`config.mk`:
```
export PLATFORM = sky130hd
export DESIGN_NAME = time_tag_latch
export DESIGN_NICKNAME = d
export VERILOG_FILES = /design/src/rtl/time_tag_latch_pkg.sv /design/src/rtl/time_tag_latch_sync_edge.sv /design/src/rtl/time_tag_latch.sv
export SDC_FILE = /design/constraint.sdc
export NUM_CORES = 1
export LEC_CHECK = 0
export ABC_AREA = 0
export ABC_CLOCK_PERIOD_IN_PS = 12700
export CORE_AREA = 2 2 156 158
export DETAILED_ROUTE_END_ITERATION = 8
export DIE_AREA = 0 0 158 160
export PLACE_DENSITY = 0.84
export RECOVER_POWER = 100
export REMOVE_ABC_BUFFERS = 1
export SYNTH_ARGS = -nofsm -noshare
export SYNTH_HDL_FRONTEND = slang
export SYNTH_HIERARCHICAL = 1
export SYNTH_SLANG_ARGS = --single-unit
```
`constraint.sdc`:
```
create_clock -name clk -period 12.7 [get_ports clk]
set_clock_uncertainty 0.15 [all_clocks]
set_input_delay 2.54 -clock clk [delete_from_list [all_inputs] [get_ports clk]]
set_output_delay 2.54 -clock clk [all_outputs]
set_load 0.05 [all_outputs]
```
`src/rtl/time_tag_latch_pkg.sv`:
```
// Shared definitions for the time-tag latch: default widths, the readout
// state encoding, the snapshot word indices and a word-index helper.
package time_tag_latch_pkg;

  localparam int CNT_W_DEF  = 32;
  localparam int DROP_W_DEF = 8;

  // Readout state: EMPTY waits for a trigger, FULL holds a snapshot
  typedef enum logic {
    ST_EMPTY = 1'b0,
    ST_FULL  = 1'b1
  } tag_state_e;

  // Order in which the snapshot words are presented to the output mux
  typedef enum logic [1:0] {
    W_SEC  = 2'd0,
    W_CYC  = 2'd1,
    W_PPS  = 2'd2,
    W_PREV = 2'd3
  } tag_word_e;

  // Index of the word presented after the current one (wraps to W_SEC)
  function automatic logic [1:0] next_word(input logic [1:0] sel);
    logic [1:0] nxt;
    if (sel == W_PREV) begin
      nxt = W_SEC;
    end else begin
      nxt = sel + 2'd1;
    end
    return nxt;
  endfunction

endpackage

```
`src/rtl/time_tag_latch_sync_edge.sv`:
```
// Two-flop synchroniser followed by a registered rising-edge detector.
// A pin edge shows up as a one-cycle pulse three clocks later; a level held
// high yields exactly one pulse.
// Ports:
//   clk   - sampling clock
//   reset - asynchronous, active-high reset
//   din   - asynchronous input pin
//   pulse - one-cycle pulse on each synchronised rising edge
module time_tag_latch_sync_edge (
  input  logic clk,
  input  logic reset,
  input  logic din,
  output logic pulse
);

  logic meta_r;
  logic sync_r;
  logic prev_r;

  // Synchroniser chain, history stage and registered edge pulse
  always_ff @(posedge clk or posedge reset) begin
    if (reset) begin
      meta_r <= 1'b0;
      sync_r <= 1'b0;
      prev_r <= 1'b0;
      pulse  <= 1'b0;
    end else begin
      meta_r <= din;
      sync_r <= meta_r;
      prev_r <= sync_r;
      pulse  <= sync_r & ~prev_r;
    end
  end

endmodule

```
`src/rtl/time_tag_latch.sv`:
```
// Time-tagging front end. Counts clk cycles between PPS edges, keeps a GPS
// second counter and, on a trigger edge, snapshots four words for readout
// through an external 4:1 mux selected by tag_sel.
// Ports:
//   clk        - system clock
//   reset      - asynchronous, active-high reset
//   pps_in     - 1PPS pin, asynchronous to clk
//   trig_in    - trigger pin, asynchronous, rising-edge active
//   sec_in     - second preset value
//   sec_load   - one-cycle strobe loading sec_in into the second counter
//   rd_next    - one-cycle strobe: current word consumed, advance
//   tag_sec    - word 0: second count at trigger
//   tag_cyc    - word 1: cycles since last PPS at trigger
//   tag_pps    - word 2: length of last full PPS second
//   tag_prev   - word 3: length of the PPS second before that
//   tag_sel    - word index for the readout mux
//   tag_valid  - snapshot held, readout in progress
//   drop_cnt   - triggers lost while a snapshot was held (saturating)
module time_tag_latch
  import time_tag_latch_pkg::*;
#(
  parameter int CNT_W  = CNT_W_DEF,
  parameter int DROP_W = DROP_W_DEF
) (
  input  logic              clk,
  input  logic              reset,
  input  logic              pps_in,
  input  logic              trig_in,
  input  logic [CNT_W-1:0]  sec_in,
  input  logic              sec_load,
  input  logic              rd_next,
  output logic [CNT_W-1:0]  tag_sec,
  output logic [CNT_W-1:0]  tag_cyc,
  output logic [CNT_W-1:0]  tag_pps,
  output logic [CNT_W-1:0]  tag_prev,
  output logic [1:0]        tag_sel,
  output logic              tag_valid,
  output logic [DROP_W-1:0] drop_cnt
);

  localparam logic [CNT_W-1:0]  CNT_ZERO  = {CNT_W{1'b0}};
  localparam logic [CNT_W-1:0]  CNT_ONE   = {{(CNT_W-1){1'b0}}, 1'b1};
  localparam logic [CNT_W-1:0]  CNT_MAX   = {CNT_W{1'b1}};
  localparam logic [DROP_W-1:0] DROP_ZERO = {DROP_W{1'b0}};
  localparam logic [DROP_W-1:0] DROP_ONE  = {{(DROP_W-1){1'b0}}, 1'b1};
  localparam logic [DROP_W-1:0] DROP_MAX  = {DROP_W{1'b1}};

  // Saturating increment for the dropped-trigger counter
  function automatic logic [DROP_W-1:0] drop_sat_inc(input logic [DROP_W-1:0] v);
    logic [DROP_W-1:0] r;
    if (v == DROP_MAX) begin
      r = v;
    end else begin
      r = v + DROP_ONE;
    end
    return r;
  endfunction

  logic             pps_re_s;
  logic             trig_re_s;
  logic [CNT_W-1:0] cyc_cnt_r;
  logic [CNT_W-1:0] sec_cnt_r;
  logic [CNT_W-1:0] pps_len_r;
  logic [CNT_W-1:0] prev_len_r;
  tag_state_e       state_r;
  tag_state_e       state_nxt_s;
  logic [1:0]       sel_nxt_s;
  logic             valid_nxt_s;
  logic             capture_s;
  logic             drop_inc_s;

  time_tag_latch_sync_edge u_pps_sync (
    .clk   (clk),
    .reset (reset),
    .din   (pps_in),
    .pulse (pps_re_s)
  );

  time_tag_latch_sync_edge u_trig_sync (
    .clk   (clk),
    .reset (reset),
    .din   (trig_in),
    .pulse (trig_re_s)
  );

  // Cycle counter and PPS period history; the counter sticks at all-ones
  // if PPS goes missing so a stale value is never mistaken for a fresh one
  always_ff @(posedge clk or posedge reset) begin
    if (reset) begin
      cyc_cnt_r  <= CNT_ZERO;
      pps_len_r  <= CNT_ZERO;
      prev_len_r <= CNT_ZERO;
    end else if (pps_re_s) begin
      cyc_cnt_r  <= CNT_ZERO;
      pps_len_r  <= cyc_cnt_r + CNT_ONE;
      prev_len_r <= pps_len_r;
    end else if (cyc_cnt_r != CNT_MAX) begin
      cyc_cnt_r  <= cyc_cnt_r + CNT_ONE;
      pps_len_r  <= pps_len_r;
      prev_len_r <= prev_len_r;
    end else begin
      cyc_cnt_r  <= cyc_cnt_r;
      pps_len_r  <= pps_len_r;
      prev_len_r <= prev_len_r;
    end
  end

  // GPS second counter: a software preset beats a coincident PPS increment
  always_ff @(posedge clk or posedge reset) begin
    if (reset) begin
      sec_cnt_r <= CNT_ZERO;
    end else if (sec_load) begin
      sec_cnt_r <= sec_in;
    end else if (pps_re_s) begin
      sec_cnt_r <= sec_cnt_r + CNT_ONE;
    end else begin
      sec_cnt_r <= sec_cnt_r;
    end
  end

  // Readout FSM next-state logic; a trigger while FULL is counted as dropped,
  // including on the cycle that consumes the last word
  always_comb begin
    state_nxt_s = state_r;
    sel_nxt_s   = tag_sel;
    valid_nxt_s = tag_valid;
    capture_s   = 1'b0;
    drop_inc_s  = 1'b0;
    case (state_r)
      ST_EMPTY: begin
        if (trig_re_s) begin
          state_nxt_s = ST_FULL;
          sel_nxt_s   = W_SEC;
          valid_nxt_s = 1'b1;
          capture_s   = 1'b1;
        end else begin
          state_nxt_s = ST_EMPTY;
        end
      end
      ST_FULL: begin
        drop_inc_s = trig_re_s;
        if (rd_next) begin
          sel_nxt_s = next_word(tag_sel);
          if (tag_sel == W_PREV) begin
            state_nxt_s = ST_EMPTY;
            valid_nxt_s = 1'b0;
          end else begin
            state_nxt_s = ST_FULL;
          end
        end else begin
          state_nxt_s = ST_FULL;
        end
      end
      default: begin
        state_nxt_s = ST_EMPTY;
        sel_nxt_s   = W_SEC;
        valid_nxt_s = 1'b0;
      end
    endcase
  end

  // Readout FSM state, word select and valid flag
  always_ff @(posedge clk or posedge reset) begin
    if (reset) begin
      state_r   <= ST_EMPTY;
      tag_sel   <= W_SEC;
      tag_valid <= 1'b0;
    end else begin
      state_r   <= state_nxt_s;
      tag_sel   <= sel_nxt_s;
      tag_valid <= valid_nxt_s;
    end
  end

  // Snapshot of the pre-update counter values; held until the next capture
  always_ff @(posedge clk or posedge reset) begin
    if (reset) begin
      tag_sec  <= CNT_ZERO;
      tag_cyc  <= CNT_ZERO;
      tag_pps  <= CNT_ZERO;
      tag_prev <= CNT_ZERO;
    end else if (capture_s) begin
      tag_sec  <= sec_cnt_r;
      tag_cyc  <= cyc_cnt_r;
      tag_pps  <= pps_len_r;
      tag_prev <= prev_len_r;
    end else begin
      tag_sec  <= tag_sec;
      tag_cyc  <= tag_cyc;
      tag_pps  <= tag_pps;
      tag_prev <= tag_prev;
    end
  end

  // Dropped-trigger counter
  always_ff @(posedge clk or posedge reset) begin
    if (reset) begin
      drop_cnt <= DROP_ZERO;
    end else if (drop_inc_s) begin
      drop_cnt <= drop_sat_inc(drop_cnt);
    end else begin
      drop_cnt <= drop_cnt;
    end
  end

endmodule

```
==> impl_summary.log <==
INFO  metric run_status = finished, violations left
INFO  metric violations = max-capacitance violations, max-slew violations
INFO  metric synth_ff_type = dfrtp_1
INFO  metric finalInstanceArea = 0.0144 mm²
INFO  metric placementRows = 57
INFO  metric die_h = between 150 and 200 µm
INFO  metric critical-path-slowest-cell = clkinvlp_2
INFO  metric drt_wl_total = approximately 26 mm
INFO  metric busiest_layer_in_global_routing = met2
INFO  metric design.final.nets = approximately 1100
INFO  metric timing.fmax = 131 MHz
INFO  metric clock-sinks = 276
INFO  metric finalHoldViolCount = 0
INFO  metric worstPathCellList = dlygate4sd3_1, clkinvlp_2, buf_4, buf_4
INFO  metric syn-cell-area = about 0.012 mm²
INFO  metric worst_r2r_path_depth = 3
INFO  metric synth_cell_types = 46
INFO  metric async_flop_share = 100%
INFO  metric power.share.combinational = between 30 and 40%
INFO  metric route.antenna.remaining_nets = 0
INFO  metric reg2reg_setup_slack = 6.23 ns
INFO  metric synth_adder_area_share = less than 1%
INFO  metric drc_errors = 0
INFO  metric maxCapViolations = 6
INFO  metric postSynthRegisterBits = about 280
INFO  metric maximum_fanout_encountered_on_the_critical_timing_path = 112
INFO  metric crit_reg_reg_startpoint = state_r$_DFF_PP0_
INFO  metric regToRegEndpoint = tag_prev[31]$_DFFE_PP0P_
INFO  metric grt_max_degree = 113
INFO  metric share_of_the_clock_period_used_by_the_worst_path_after_layout = approximately three fifths
INFO  metric family_of_cells_with_the_greatest_summed_delay_on_the_critical_path = buffers and inverters
INFO  metric cts_tree = yes
INFO  metric critical_path_buf_inv_count = 4
INFO  metric via_count_of_the_first_global_routing_pass = around 8000
INFO  metric net-switching-power = ~1300 µW
INFO  metric layout_min_cycle_time = around 7.6 ns
INFO  metric drt_first_pass_iters = 5
INFO  metric synthSimpleGateAreaFrac = 12.1%
INFO  metric post_cts_hold_buffer_count = 0
INFO  metric vias_per_cell = roughly 5.7
INFO  metric avg_wl_per_cell = 17.8 µm
INFO  metric proportion_of_total_power_due_to_net_switching = roughly two fifths
INFO  metric use_met3 = slightly below 4%
INFO  metric crit_arrival = around 8.0 ns
INFO  metric post_cts_resized = 0
INFO  metric synthesis.instances = 949
INFO  metric p_per_area = 227 mW/mm²
INFO  metric hold_path.startpoint = u_trig_sync/meta_r$_DFF_PP0_
INFO  metric clk_root_buffer_cell = clkbuf_16
INFO  metric critPathKind = in2async
INFO  metric finalSetupViolations = 0
INFO  metric number_of_antenna_violations_at_the_first_check_in_global_routing = 0
INFO  metric met1_layer_usage_reported_by_global_route = roughly 29%
INFO  metric slowest_delay = between 2 and 3 ns
INFO  metric layout-area-overhead-vs-synth = 24.3%
INFO  metric grt.overflow.total = 0
INFO  metric final_count_of_pins_violating_max_slew = ~440
INFO  metric fill_cells = roughly 1900
INFO  metric hold_end = u_trig_sync/sync_r$_DFF_PP0_
INFO  metric timing.slew.headroom = -228%
INFO  metric rsz0062_at_grt = no
INFO  metric peakVddDrop = 0.162 mV
INFO  metric worst_path_most_repeated_cell = buf_4
INFO  metric design.portCount = 177
INFO  metric grt_util_met2 = approximately 33%
INFO  metric initial_core_util = 48.7%
INFO  metric critical_path.startpoint = reset
INFO  metric worstMarginPinSlew = just under 5 ns
INFO  metric leak_pwr = about 0.0062 µW
INFO  metric dr_total_vias = roughly 8000
INFO  metric synth-compound-area-share = just over 8%
INFO  metric drtIter0Drc = ~530
INFO  metric die_x = roughly 160 µm
INFO  metric dp_wirelength = 16.8 mm
INFO  metric grt_pass1_wl = ~42 mm
INFO  metric antennaDiodeCount = 0
INFO  metric post_synth.cell_area_avg = between 10 and 15 µm²
INFO  metric seqCellArea = between 0.006 and 0.007 mm²
INFO  metric cts.path.max_buffers = 3
INFO  metric worstSetupStartpointType = input pin
INFO  metric crit_required = ~13 ns
INFO  metric tns = 0 ns
INFO  metric hold-path-cell-count = 0
INFO  metric min_path_type = reg2reg
INFO  metric share_of_the_core_filled_with_cells = 60.5%
INFO  metric synth.yosys.warnings = 6
INFO  metric coreArea = 0.0238 mm²
INFO  metric xor_xnor_portion_of_the_synthesized_cell_area = under 10%
INFO  metric multi_input_area = 0.00437 mm²
INFO  metric floorplan.die_area = about 0.025 mm²
INFO  metric clk-insertion-delay-late = 0.54 ns
INFO  metric clock_pin_transition_on_the_worst_setup_and_hold_timing_paths = 0.05 ns
INFO  metric ys_seq_area_share = just under 60%
INFO  metric clkPwrFrac = 24.0%
INFO  metric numPortBuffers = ~180
INFO  metric cellInternalPower = approximately 2000 µW
INFO  metric post_synth_mux_area_share = 14.8%
INFO  metric cts_setup_buffers = 0
INFO  metric cts.htree.levels = 1
INFO  metric cts_inserted_buffers = 29
INFO  metric critPathCaptureType = asynchronous set/reset pin
INFO  metric synth_enable_flop_cells = 0
INFO  metric place.gp.congestion = 0.820
INFO  metric final_layout_size_suffix_gt1_share = 18.0%
INFO  metric dpl-instance-area = roughly 0.014 mm²
INFO  metric power.sequential.fraction = a little under two fifths
INFO  metric grt_util_all_layers = 20.5%
INFO  metric synth_top_family_by_area = multiplexers
==> worst reg2reg max path, delay by kind of cell, from the launching register on <==
kind,cells,cell delay [ns]
buffers and inverters,1,2.88
flip-flops,1,0.46
multiplexers,1,0.61
AND/OR/NAND/NOR,1,2.29
==> cell type report <==
cell class	count	share of cell area, %
tap	324	2.81
timing repair buffer	182	12.5
sequential	276	47.9
clock inverter	6	0.425
inverter	16	0.425
multi-input combinational	598	30.3
clock buffer	44	5.64
==> how the worst max path moves through the flow <==
| stage | cells past startpoint | to | slack (ns) |
|---|---|---|---|
| final | 4 | tag_valid$_DFFE_PP0P_ | 5.09 |
| after CTS | 4 | tag_valid$_DFFE_PP0P_ | 7.39 |
| after floorplan | 1 | cyc_cnt_r[0]$_DFFE_PP0P_ | 2.63 |
| after global placement | 4 | drop_cnt[7]$_DFFE_PP0P_ | 6.88 |
| after detailed placement | 4 | tag_valid$_DFFE_PP0P_ | 6.82 |
| after global routing | 4 | tag_valid$_DFFE_PP0P_ | 3.97 |
==> synthesized netlist by cell type, types with 3 or more instances <==
master | number | area [µm²]
ha_1 | 4 | 50.1
a31oi_1 | 47 | 294
mux2_2 | 151 | 1700
nand4_1 | 37 | 231
clkbuf_1 | 48 | 180
o31ai_1 | 22 | 165
or4_1 | 28 | 210
a21oi_1 | 25 | 125
and3_1 | 10 | 62.6
nand2_1 | 64 | 240
and2_1 | 7 | 43.8
a31o_2 | 4 | 35.0
dfrtp_1 | 276 | 6910
o21ai_0 | 34 | 170
o211ai_1 | 4 | 30.0
nor3_1 | 7 | 35.0
buf_6 | 3 | 33.8
xor2_1 | 14 | 123
nand3_1 | 22 | 110
inv_1 | 15 | 56.3
or3_1 | 8 | 50.1
xnor2_1 | 17 | 149
and4_1 | 10 | 87.6
nor4_1 | 10 | 62.6
buf_1 | 5 | 18.8
nor2_1 | 51 | 191
==> cell families after synthesis <==
family / Yosys count
simple gates: 262
compound gates: 149
buf+inv: 75
flops: 276
mux: 152
fa+ha+maj: 4
xor+xnor: 31
==> per-layer routing <==
metal	vias to the layer above	wire (µm)
li1	3789	-
met1	4164	11400
met2	255	12200
met3	37	1670
met4	0	514
met5	-	0
==> sequential cells by signal (all words and copies together) (netlist names), 2 cells and up <==
name        count
cyc_cnt_r      32
tag_cyc        32
drop_cnt        8
sec_cnt_r      32
tag_sec        32
tag_sel         2
pps_len_r      32
tag_pps        32
prev_len_r     32
tag_prev       32
==> metrics by stage <==
step / cells / setup WS (ns) / hold slack [ns] / total power [µW]
floorplan: 890 / 2.63 / 0.181 / 2120
global placement: 1396 / 6.88 / 0.184 / 2540
detailed placement: 1396 / 6.82 / 0.202 / 2570
CTS: 1446 / 7.39 / 0.216 / 3370
global route: 1446 / 3.97 / 0.214 / 3420
finish: 1446 / 5.09 / 0.213 / 3270
==> power by group through the flow <==
stage               Clock, µW  Combinational (µW)  Sequential, µW
finish                    785                1240            1250
global route              836                1300            1290
detailed placement          0                1300            1270
floorplan                   0                 276            1840
CTS                       803                1300            1260
global placement            0                1280            1260
==> cells in the final DEF (no fill, tap or decap), types with 22 or more instances in the layout <==
| cell | netlist | routed |
|---|---|---|
| dfrtp_1 | 276 | 276 |
| mux2_2 | 151 | 150 |
| dlygate4sd3_1 | 0 | 144 |
| nand2_1 | 64 | 64 |
| nor2_1 | 51 | 51 |
| a31oi_1 | 47 | 47 |
| nand4_1 | 37 | 37 |
| o21ai_0 | 34 | 34 |
| clkdlybuf4s50_1 | 0 | 32 |
| or4_1 | 28 | 29 |
| clkbuf_16 | 0 | 29 |
| a21oi_1 | 25 | 25 |
| nand3_1 | 22 | 22 |
| o31ai_1 | 22 | 22 |
Power figures use the tool's default switching activity.
